`config.mk`:
```
export PLATFORM = sky130hd
export DESIGN_NAME = uart_cmd_loader_flat
export DESIGN_NICKNAME = d
export VERILOG_FILES = /design/src/rtl/uart_cmd_loader_if.sv /design/src/rtl/uart_cmd_loader.sv /design/src/flat_wrapper.sv
export SDC_FILE = /design/constraint.sdc
export NUM_CORES = 1
export LEC_CHECK = 0
export CAP_MARGIN = 20
export CELL_PAD_IN_SITES_DETAIL_PLACEMENT = 1
export CELL_PAD_IN_SITES_GLOBAL_PLACEMENT = 2
export CORE_ASPECT_RATIO = 1.4
export CORE_MARGIN = 2
export CORE_UTILIZATION = 34
export CTS_CLUSTER_SIZE = 30
export DETAILED_ROUTE_END_ITERATION = 8
export PLACE_DENSITY_LB_ADDON = 0.2
export SLEW_MARGIN = 20
export SYNTH_ARGS = -nofsm -noshare
export SYNTH_HDL_FRONTEND = slang
export SYNTH_SLANG_ARGS = --single-unit
```
`constraint.sdc`:
```
create_clock -name clk -period 3.8 [get_ports clk]
set_input_delay 0.95 -clock clk [delete_from_list [all_inputs] [get_ports clk]]
set_output_delay 0.95 -clock clk [all_outputs]
set_load 0.02 [all_outputs]
```
`src/rtl/uart_cmd_loader_if.sv`:
```
// Byte-stream command bus between the host byte source and uart_cmd_loader.
//   rx_valid/rx_data            : received byte strobe and value (host -> loader)
//   imem_we/imem_addr/imem_wdata: instruction memory write port (loader -> core)
//   dmem_we/dmem_addr/dmem_wdata: data memory write port (loader -> core)
//   step/run                    : single-step pulse and sticky free-run enable
//   busy/err/err_count          : frame in progress, error pulse, saturating error count
// Modport slave is the loader side, modport master is the byte-source/observer side.
interface uart_cmd_loader_if #(
  parameter int unsigned WORD_BYTES = 4,
  parameter int unsigned ADDR_W     = 8
);
  localparam int unsigned W = 8 * WORD_BYTES;

  logic              rx_valid;
  logic [7:0]        rx_data;
  logic              imem_we;
  logic [ADDR_W-1:0] imem_addr;
  logic [W-1:0]      imem_wdata;
  logic              dmem_we;
  logic [ADDR_W-1:0] dmem_addr;
  logic [W-1:0]      dmem_wdata;
  logic              step;
  logic              run;
  logic              busy;
  logic              err;
  logic [7:0]        err_count;

  modport slave (
    input  rx_valid, rx_data,
    output imem_we, imem_addr, imem_wdata,
    output dmem_we, dmem_addr, dmem_wdata,
    output step, run, busy, err, err_count
  );

  modport master (
    output rx_valid, rx_data,
    input  imem_we, imem_addr, imem_wdata,
    input  dmem_we, dmem_addr, dmem_wdata,
    input  step, run, busy, err, err_count
  );
endinterface

```
`src/rtl/uart_cmd_loader.sv`:
```
// Byte-stream command decoder: frames {opcode, WORD_BYTES little-endian payload
// bytes}, commits assembled words to imem/dmem through auto-incrementing
// pointers, loads both pointers on SET_ADDR, and drives step/run control.
// Ports:
//   clk   : system clock
//   reset : synchronous, active-high reset
//   bus   : uart_cmd_loader_if.slave (rx byte in; memory writes, control, status out)
// All outputs are registered.
module uart_cmd_loader #(
  parameter int unsigned WORD_BYTES     = 4,
  parameter int unsigned ADDR_W         = 8,
  parameter int unsigned ADDR_STEP      = 4,
  parameter int unsigned TIMEOUT_CYCLES = 20000
) (
  input  logic             clk,
  input  logic             reset,
  uart_cmd_loader_if.slave bus
);
  localparam int unsigned W      = 8 * WORD_BYTES;
  localparam int unsigned IDX_W  = (WORD_BYTES > 1) ? $clog2(WORD_BYTES) : 1;
  localparam int unsigned TCNT_W = (TIMEOUT_CYCLES > 0) ? $clog2(TIMEOUT_CYCLES + 1) : 1;

  localparam logic [7:0] OP_LOAD_I   = 8'h00;
  localparam logic [7:0] OP_LOAD_D   = 8'h01;
  localparam logic [7:0] OP_STEP     = 8'h02;
  localparam logic [7:0] OP_RUN      = 8'h03;
  localparam logic [7:0] OP_HALT     = 8'h04;
  localparam logic [7:0] OP_SET_ADDR = 8'h05;

  typedef enum logic {
    ST_IDLE,
    ST_PAYLOAD
  } state_e;

  // Destination of the payload currently being assembled.
  typedef enum logic [1:0] {
    TGT_IMEM,
    TGT_DMEM,
    TGT_ADDR
  } tgt_e;

  state_e            state_q,      state_d;
  tgt_e              tgt_q,        tgt_d;
  logic [IDX_W-1:0]  idx_q,        idx_d;
  logic [W-1:0]      word_q,       word_d;
  logic [TCNT_W-1:0] tcnt_q,       tcnt_d;
  logic              imem_we_q,    imem_we_d;
  logic [ADDR_W-1:0] imem_addr_q,  imem_addr_d;
  logic [W-1:0]      imem_wdata_q, imem_wdata_d;
  logic              dmem_we_q,    dmem_we_d;
  logic [ADDR_W-1:0] dmem_addr_q,  dmem_addr_d;
  logic [W-1:0]      dmem_wdata_q, dmem_wdata_d;
  logic              step_q,       step_d;
  logic              run_q,        run_d;
  logic              busy_q,       busy_d;
  logic              err_q,        err_d;
  logic [7:0]        err_count_q,  err_count_d;
  logic              err_set;

  // State and output registers.
  always_ff @(posedge clk) begin
    if (reset) begin
      state_q      <= ST_IDLE;
      tgt_q        <= TGT_IMEM;
      idx_q        <= '0;
      word_q       <= '0;
      tcnt_q       <= '0;
      imem_we_q    <= 1'b0;
      imem_addr_q  <= '0;
      imem_wdata_q <= '0;
      dmem_we_q    <= 1'b0;
      dmem_addr_q  <= '0;
      dmem_wdata_q <= '0;
      step_q       <= 1'b0;
      run_q        <= 1'b0;
      busy_q       <= 1'b0;
      err_q        <= 1'b0;
      err_count_q  <= '0;
    end else begin
      state_q      <= state_d;
      tgt_q        <= tgt_d;
      idx_q        <= idx_d;
      word_q       <= word_d;
      tcnt_q       <= tcnt_d;
      imem_we_q    <= imem_we_d;
      imem_addr_q  <= imem_addr_d;
      imem_wdata_q <= imem_wdata_d;
      dmem_we_q    <= dmem_we_d;
      dmem_addr_q  <= dmem_addr_d;
      dmem_wdata_q <= dmem_wdata_d;
      step_q       <= step_d;
      run_q        <= run_d;
      busy_q       <= busy_d;
      err_q        <= err_d;
      err_count_q  <= err_count_d;
    end
  end

  // Next-state and next-output logic.
  always_comb begin
    state_d      = state_q;
    tgt_d        = tgt_q;
    idx_d        = idx_q;
    word_d       = word_q;
    tcnt_d       = tcnt_q;
    imem_we_d    = 1'b0;
    imem_wdata_d = imem_wdata_q;
    dmem_we_d    = 1'b0;
    dmem_wdata_d = dmem_wdata_q;
    step_d       = 1'b0;
    run_d        = run_q;
    err_set      = 1'b0;

    // Pointers advance on the edge that ends their write-enable cycle.
    imem_addr_d = imem_we_q ? imem_addr_q + ADDR_W'(ADDR_STEP) : imem_addr_q;
    dmem_addr_d = dmem_we_q ? dmem_addr_q + ADDR_W'(ADDR_STEP) : dmem_addr_q;

    case (state_q)
      ST_IDLE: begin
        if (bus.rx_valid) begin
          case (bus.rx_data)
            OP_LOAD_I, OP_LOAD_D, OP_SET_ADDR: begin
              state_d = ST_PAYLOAD;
              idx_d   = '0;
              word_d  = '0;
              tcnt_d  = '0;
              if (bus.rx_data == OP_LOAD_I) begin
                tgt_d = TGT_IMEM;
              end else if (bus.rx_data == OP_LOAD_D) begin
                tgt_d = TGT_DMEM;
              end else begin
                tgt_d = TGT_ADDR;
              end
            end
            OP_STEP: step_d  = 1'b1;
            OP_RUN:  run_d   = 1'b1;
            OP_HALT: run_d   = 1'b0;
            default: err_set = 1'b1;
          endcase
        end
      end

      ST_PAYLOAD: begin
        if (bus.rx_valid) begin
          // A byte on the deadline cycle still wins over the timeout.
          tcnt_d = '0;
          for (int unsigned b = 0; b < WORD_BYTES; b++) begin
            if (idx_q == IDX_W'(b)) begin
              word_d[8*b +: 8] = bus.rx_data;
            end
          end
          if (idx_q == IDX_W'(WORD_BYTES - 1)) begin
            state_d = ST_IDLE;
            case (tgt_q)
              TGT_IMEM: begin
                imem_we_d    = 1'b1;
                imem_wdata_d = word_d;
              end
              TGT_DMEM: begin
                dmem_we_d    = 1'b1;
                dmem_wdata_d = word_d;
              end
              TGT_ADDR: begin
                imem_addr_d = ADDR_W'(word_d);
                dmem_addr_d = ADDR_W'(word_d);
              end
              default: ;
            endcase
          end else begin
            idx_d = idx_q + IDX_W'(1);
          end
        end else if (tcnt_q == TCNT_W'(TIMEOUT_CYCLES)) begin
          // Abandon the partial frame; nothing is written.
          state_d = ST_IDLE;
          err_set = 1'b1;
        end else begin
          tcnt_d = tcnt_q + TCNT_W'(1);
        end
      end

      default: state_d = ST_IDLE;
    endcase

    err_d       = err_set;
    err_count_d = (err_set && (err_count_q != 8'hFF)) ? err_count_q + 8'd1 : err_count_q;
    busy_d      = (state_d == ST_PAYLOAD);
  end

  assign bus.imem_we    = imem_we_q;
  assign bus.imem_addr  = imem_addr_q;
  assign bus.imem_wdata = imem_wdata_q;
  assign bus.dmem_we    = dmem_we_q;
  assign bus.dmem_addr  = dmem_addr_q;
  assign bus.dmem_wdata = dmem_wdata_q;
  assign bus.step       = step_q;
  assign bus.run        = run_q;
  assign bus.busy       = busy_q;
  assign bus.err        = err_q;
  assign bus.err_count  = err_count_q;
endmodule

```
`src/flat_wrapper.sv`:
```
// flat-port wrapper written by rule: the top's interface ports become plain ports
module uart_cmd_loader_flat 
#(
  parameter int unsigned WORD_BYTES     = 4,
  parameter int unsigned ADDR_W         = 8,
  parameter int unsigned ADDR_STEP      = 4,
  parameter int unsigned TIMEOUT_CYCLES = 20000
)
  (clk, reset, bus_rx_valid, bus_rx_data, bus_imem_we, bus_imem_addr, bus_imem_wdata, bus_dmem_we, bus_dmem_addr, bus_dmem_wdata, bus_step, bus_run, bus_busy, bus_err, bus_err_count);
  uart_cmd_loader_if #(.WORD_BYTES(WORD_BYTES), .ADDR_W(ADDR_W)) bus_i ();
  input  logic clk;
  input  logic reset;
  input wire logic [$bits(bus_i.rx_valid)-1:0] bus_rx_valid;
  input wire logic [$bits(bus_i.rx_data)-1:0] bus_rx_data;
  output wire logic [$bits(bus_i.imem_we)-1:0] bus_imem_we;
  output wire logic [$bits(bus_i.imem_addr)-1:0] bus_imem_addr;
  output wire logic [$bits(bus_i.imem_wdata)-1:0] bus_imem_wdata;
  output wire logic [$bits(bus_i.dmem_we)-1:0] bus_dmem_we;
  output wire logic [$bits(bus_i.dmem_addr)-1:0] bus_dmem_addr;
  output wire logic [$bits(bus_i.dmem_wdata)-1:0] bus_dmem_wdata;
  output wire logic [$bits(bus_i.step)-1:0] bus_step;
  output wire logic [$bits(bus_i.run)-1:0] bus_run;
  output wire logic [$bits(bus_i.busy)-1:0] bus_busy;
  output wire logic [$bits(bus_i.err)-1:0] bus_err;
  output wire logic [$bits(bus_i.err_count)-1:0] bus_err_count;
  assign bus_i.rx_valid = bus_rx_valid;
  assign bus_i.rx_data = bus_rx_data;
  assign bus_imem_we = bus_i.imem_we;
  assign bus_imem_addr = bus_i.imem_addr;
  assign bus_imem_wdata = bus_i.imem_wdata;
  assign bus_dmem_we = bus_i.dmem_we;
  assign bus_dmem_addr = bus_i.dmem_addr;
  assign bus_dmem_wdata = bus_i.dmem_wdata;
  assign bus_step = bus_i.step;
  assign bus_run = bus_i.run;
  assign bus_busy = bus_i.busy;
  assign bus_err = bus_i.err;
  assign bus_err_count = bus_i.err_count;
  uart_cmd_loader #(.WORD_BYTES(WORD_BYTES), .ADDR_W(ADDR_W), .ADDR_STEP(ADDR_STEP), .TIMEOUT_CYCLES(TIMEOUT_CYCLES)) u_core (.clk(clk), .reset(reset), .bus(bus_i));
endmodule
```
==> flow_summary_export.csv <==
group,metric,value,unit
sta,fmax,350,MHz
run_status,outcome,"finished clean",
routing,routed_wl,15700,um
power,power_frac_seq,46.5,%
global_route,antenna_found_initial,0,
floorplanning,die_h,158,um
power,p_comb_share,3.1,%
clock_network,clockBufferDepth,2,
sta,final.period_utilization,75.1,%
sta,worst_pin_slew,0.717,ns
global_route,grt_overflow,0,
logic_synthesis,synthFlopType,"dfxtp_1",
floorplanning,io_pins,105,
routing,wl_met1,6840,um
min_path,hold_path.class,"flop to flop",
floorplanning,dieArea,18000,um^2
min_path,min_from,"u_core.word_q[2]",
clock_network,cts-root-buf,"clkbuf_16",
logic_synthesis,syn_area,5760,um^2
logic_synthesis,yosysTopAreaCell,"dfxtp_1",
placed_design,place_congestion,0.760,
logic_synthesis,synthCells,611,
finish,final_cells,911,
critical_path,r2r_slack,0.99,ns
logic_synthesis,async_reset_ff_share,0,%
global_route,grt_pass1_vias,5059,
sta,final_max_slew_viol_count,0,
logic_synthesis,syn_nets,631,
critical_path,r2r-start,"u_core.tcnt_q[0]",
finish,final_cell_mix,"dfxtp_1, clkdlybuf4s50_1, nor2_1",
power,p_int,2.56,mW
min_path,hold_depth,2,
clock_network,cts_setup_buffers,0,
placed_design,post-place-ws,0.518,ns
routing,drt_iter0_markers,179,
critical_path,cp-start-kind,"input pin",
placed_design,dpl.hpwl,11100,um
finish,fill_cells,1871,
floorplanning,initial_core_util,34.5,%
logic_synthesis,synth_edf_count,0,
finish,final_common_cell,"dfxtp_1",
placed_design,dp.cells,881,
sta,period_minus_slack,2.85,ns
global_route,grt_use_total,18.1,%
power,swShare,20.9,%
sta,slew_headroom,52.2,%
placed_design,place_area,6990,um^2
global_route,grt_max_degree,66,
logic_synthesis,ys_types,46,
critical_path,critPathMaxFanout,9,
sta,rsz0062_at_grt,"no",
clock_network,cts_tree,"yes",
sta,setup_viol,0,
clock_network,cts_resized,0,
power,ir_worst_vdd,0.271,mV
min_path,hold_end,"u_core.word_q[2]",
sta,fin_ws,0.946,ns
power,power_density,428,nW/um^2
finish,diodes,0,
sta,skew,0.00540,ns
power,p_clk_share,50.4,%
logic_synthesis,postSynthAreaPerCell,9.43,um^2
critical_path,ff2ff_path_depth,7,
routing,route.met2.wl,8120,um
routing,drc,0,
routing,final_antenna_net_count,0,
placed_design,port_buffers,104,
critical_path,path_class,"input pin to flop",
sta,fin_setup_tns,0,ns
logic_synthesis,ys_seq_area_share,49.7,%
power,p_leak,2.52,nW
critical_path,cp.arrival,3.16,ns
sta,hold_viol,0,
routing,drt_pass1_iterations,4,
logic_synthesis,synthTopCellsByArea,"dfxtp_1, a211oi_1, mux2i_1, nor2_1, a21oi_1",
floorplanning,rows,56,
routing,routedWlPerCell,17.2,um
floorplanning,die_w,114,um
routing,met3_length,439,um
finish,fin_area,7570,um^2
clock_network,h-tree-depth,4,
finish,drive_above_1_share,7.20,%
logic_synthesis,netlist.area_leader.share,49.7,%
finish,final_nets,717,
routing,via_per_inst,5.29,
floorplanning,core_area,16700,um^2
clock_network,cts_hold_buffers,0,
power,power.switching,0.678,mW
critical_path,required,4.10,ns
global_route,grt_pass1_wl,25800,um
critical_path,endpoint_kind,"flop",
logic_synthesis,synth-seq-cells,143,
routing,via_count,4823,
clock_network,cts_inserted_buffers,17,
run,cap_violations,0,
finish,syn_to_final_growth,31.4,%
clock_network,clkTransAtPathRegs,0.06,ns
routing,dr.max_layer_used,"met4",
logic_synthesis,yosysWarnings,0,
critical_path,r2r_end,"u_core.bus.err_count[4]",
clock_network,clk_latency,0.41,ns
clock_network,clock-sinks,143,
==> Yosys cell counts, types with 5 or more instances <==
cell	instances
mux2i_1	34
ha_1	9
a32o_1	7
inv_1	10
xor2_1	7
a21oi_1	37
nand3_1	10
clkbuf_1	47
and3_1	5
nand2_1	23
a211oi_1	68
nor3_1	5
a22o_1	21
or3_1	12
dfxtp_1	143
nor2_1	79
nand4_1	6
o31ai_1	8
xnor2_1	5
a21o_1	7
or4_1	8
o21ai_0	15
==> how the worst max path moves through the flow <==
stage | endpoint | start | depth (start not counted)
final | u_core.word_q[29] | bus_rx_data[1] | 6
after global placement | u_core.word_q[30] | bus_rx_data[1] | 6
after global routing | u_core.word_q[29] | bus_rx_data[1] | 6
after detailed placement | u_core.word_q[25] | bus_rx_data[1] | 6
after floorplan | u_core.tcnt_q[11] | bus_rx_data[6] | 6
after CTS | u_core.word_q[25] | bus_rx_data[1] | 6
==> power by group through the flow <==
stage / sequential (mW) / clock [mW] / combinational [mW]
floorplan: 1.54 / 0 / 0.0537
global placement: 1.54 / 0 / 0.101
detailed placement: 1.54 / 0 / 0.103
CTS: 1.51 / 1.67 / 0.103
global route: 1.50 / 1.74 / 0.111
finish: 1.51 / 1.63 / 0.102
==> sequential cells by signal (all words and copies together), names as in the netlist, 2 cells and up <==
signal,cells
u_core.bus.dmem_addr,7
u_core.bus.dmem_wdata,32
u_core.bus.err_count,8
u_core.bus.imem_addr,7
u_core.bus.imem_wdata,32
u_core.idx_q,2
u_core.tcnt_q,15
u_core.tgt_q,2
u_core.word_q,32
==> layer usage <==
| metal | global-route usage (%) | vias to the layer above |
|---|---|---|
| met5 | 0 | - |
| met4 | 7.14 | 0 |
| met3 | 3.45 | 22 |
| met2 | 32.3 | 71 |
| met1 | 21.4 | 2336 |
| li1 | - | 2394 |
==> cell families (layout without fill, tap and decap cells) <==
| logic type | after synthesis | after routing | synth area share (%) |
|---|---|---|---|
| AND/OR/NAND/NOR | 177 | 177 | 15.2 |
| AO/OA/AOI/OAI | 174 | 174 | 21.1 |
| flip-flops | 143 | 143 | 49.7 |
| buffers and inverters | 61 | 158 | 4.11 |
| multiplexers | 35 | 35 | 6.10 |
| XOR/XNOR | 12 | 12 | 1.82 |
| adder cells (fa/ha/maj) | 9 | 9 | 1.96 |
==> cell type report <==
class | count | area (um^2) | share of cell area [%]
clock buffer | 24 | 492 | 6.50
tap | 203 | 254 | 3.36
timing repair buffer | 118 | 1170 | 15.4
multi-input combinational | 407 | 2670 | 35.3
clock inverter | 6 | 82.6 | 1.09
sequential | 143 | 2860 | 37.8
inverter | 10 | 37.5 | 0.496
==> per-stage QoR <==
stage / total power, mW / util, % / hold WS, ns
floorplan: 1.59 / - / 0.424
global placement: 1.64 / 41.9 / 0.433
detailed placement: 1.64 / 41.9 / 0.447
CTS: 3.28 / 45.4 / 0.461
global route: 3.36 / 45.4 / 0.490
finish: 3.24 / 45.4 / 0.460
==> critical path: stages <==
cell and delay [ns]:
clkdlybuf4s50_1 0.50, nor4_1 0.46, a31o_2 0.27, a21o_1 0.35
o21ai_1 0.31, a22o_1 0.31
(Power assumes the default switching activity.)
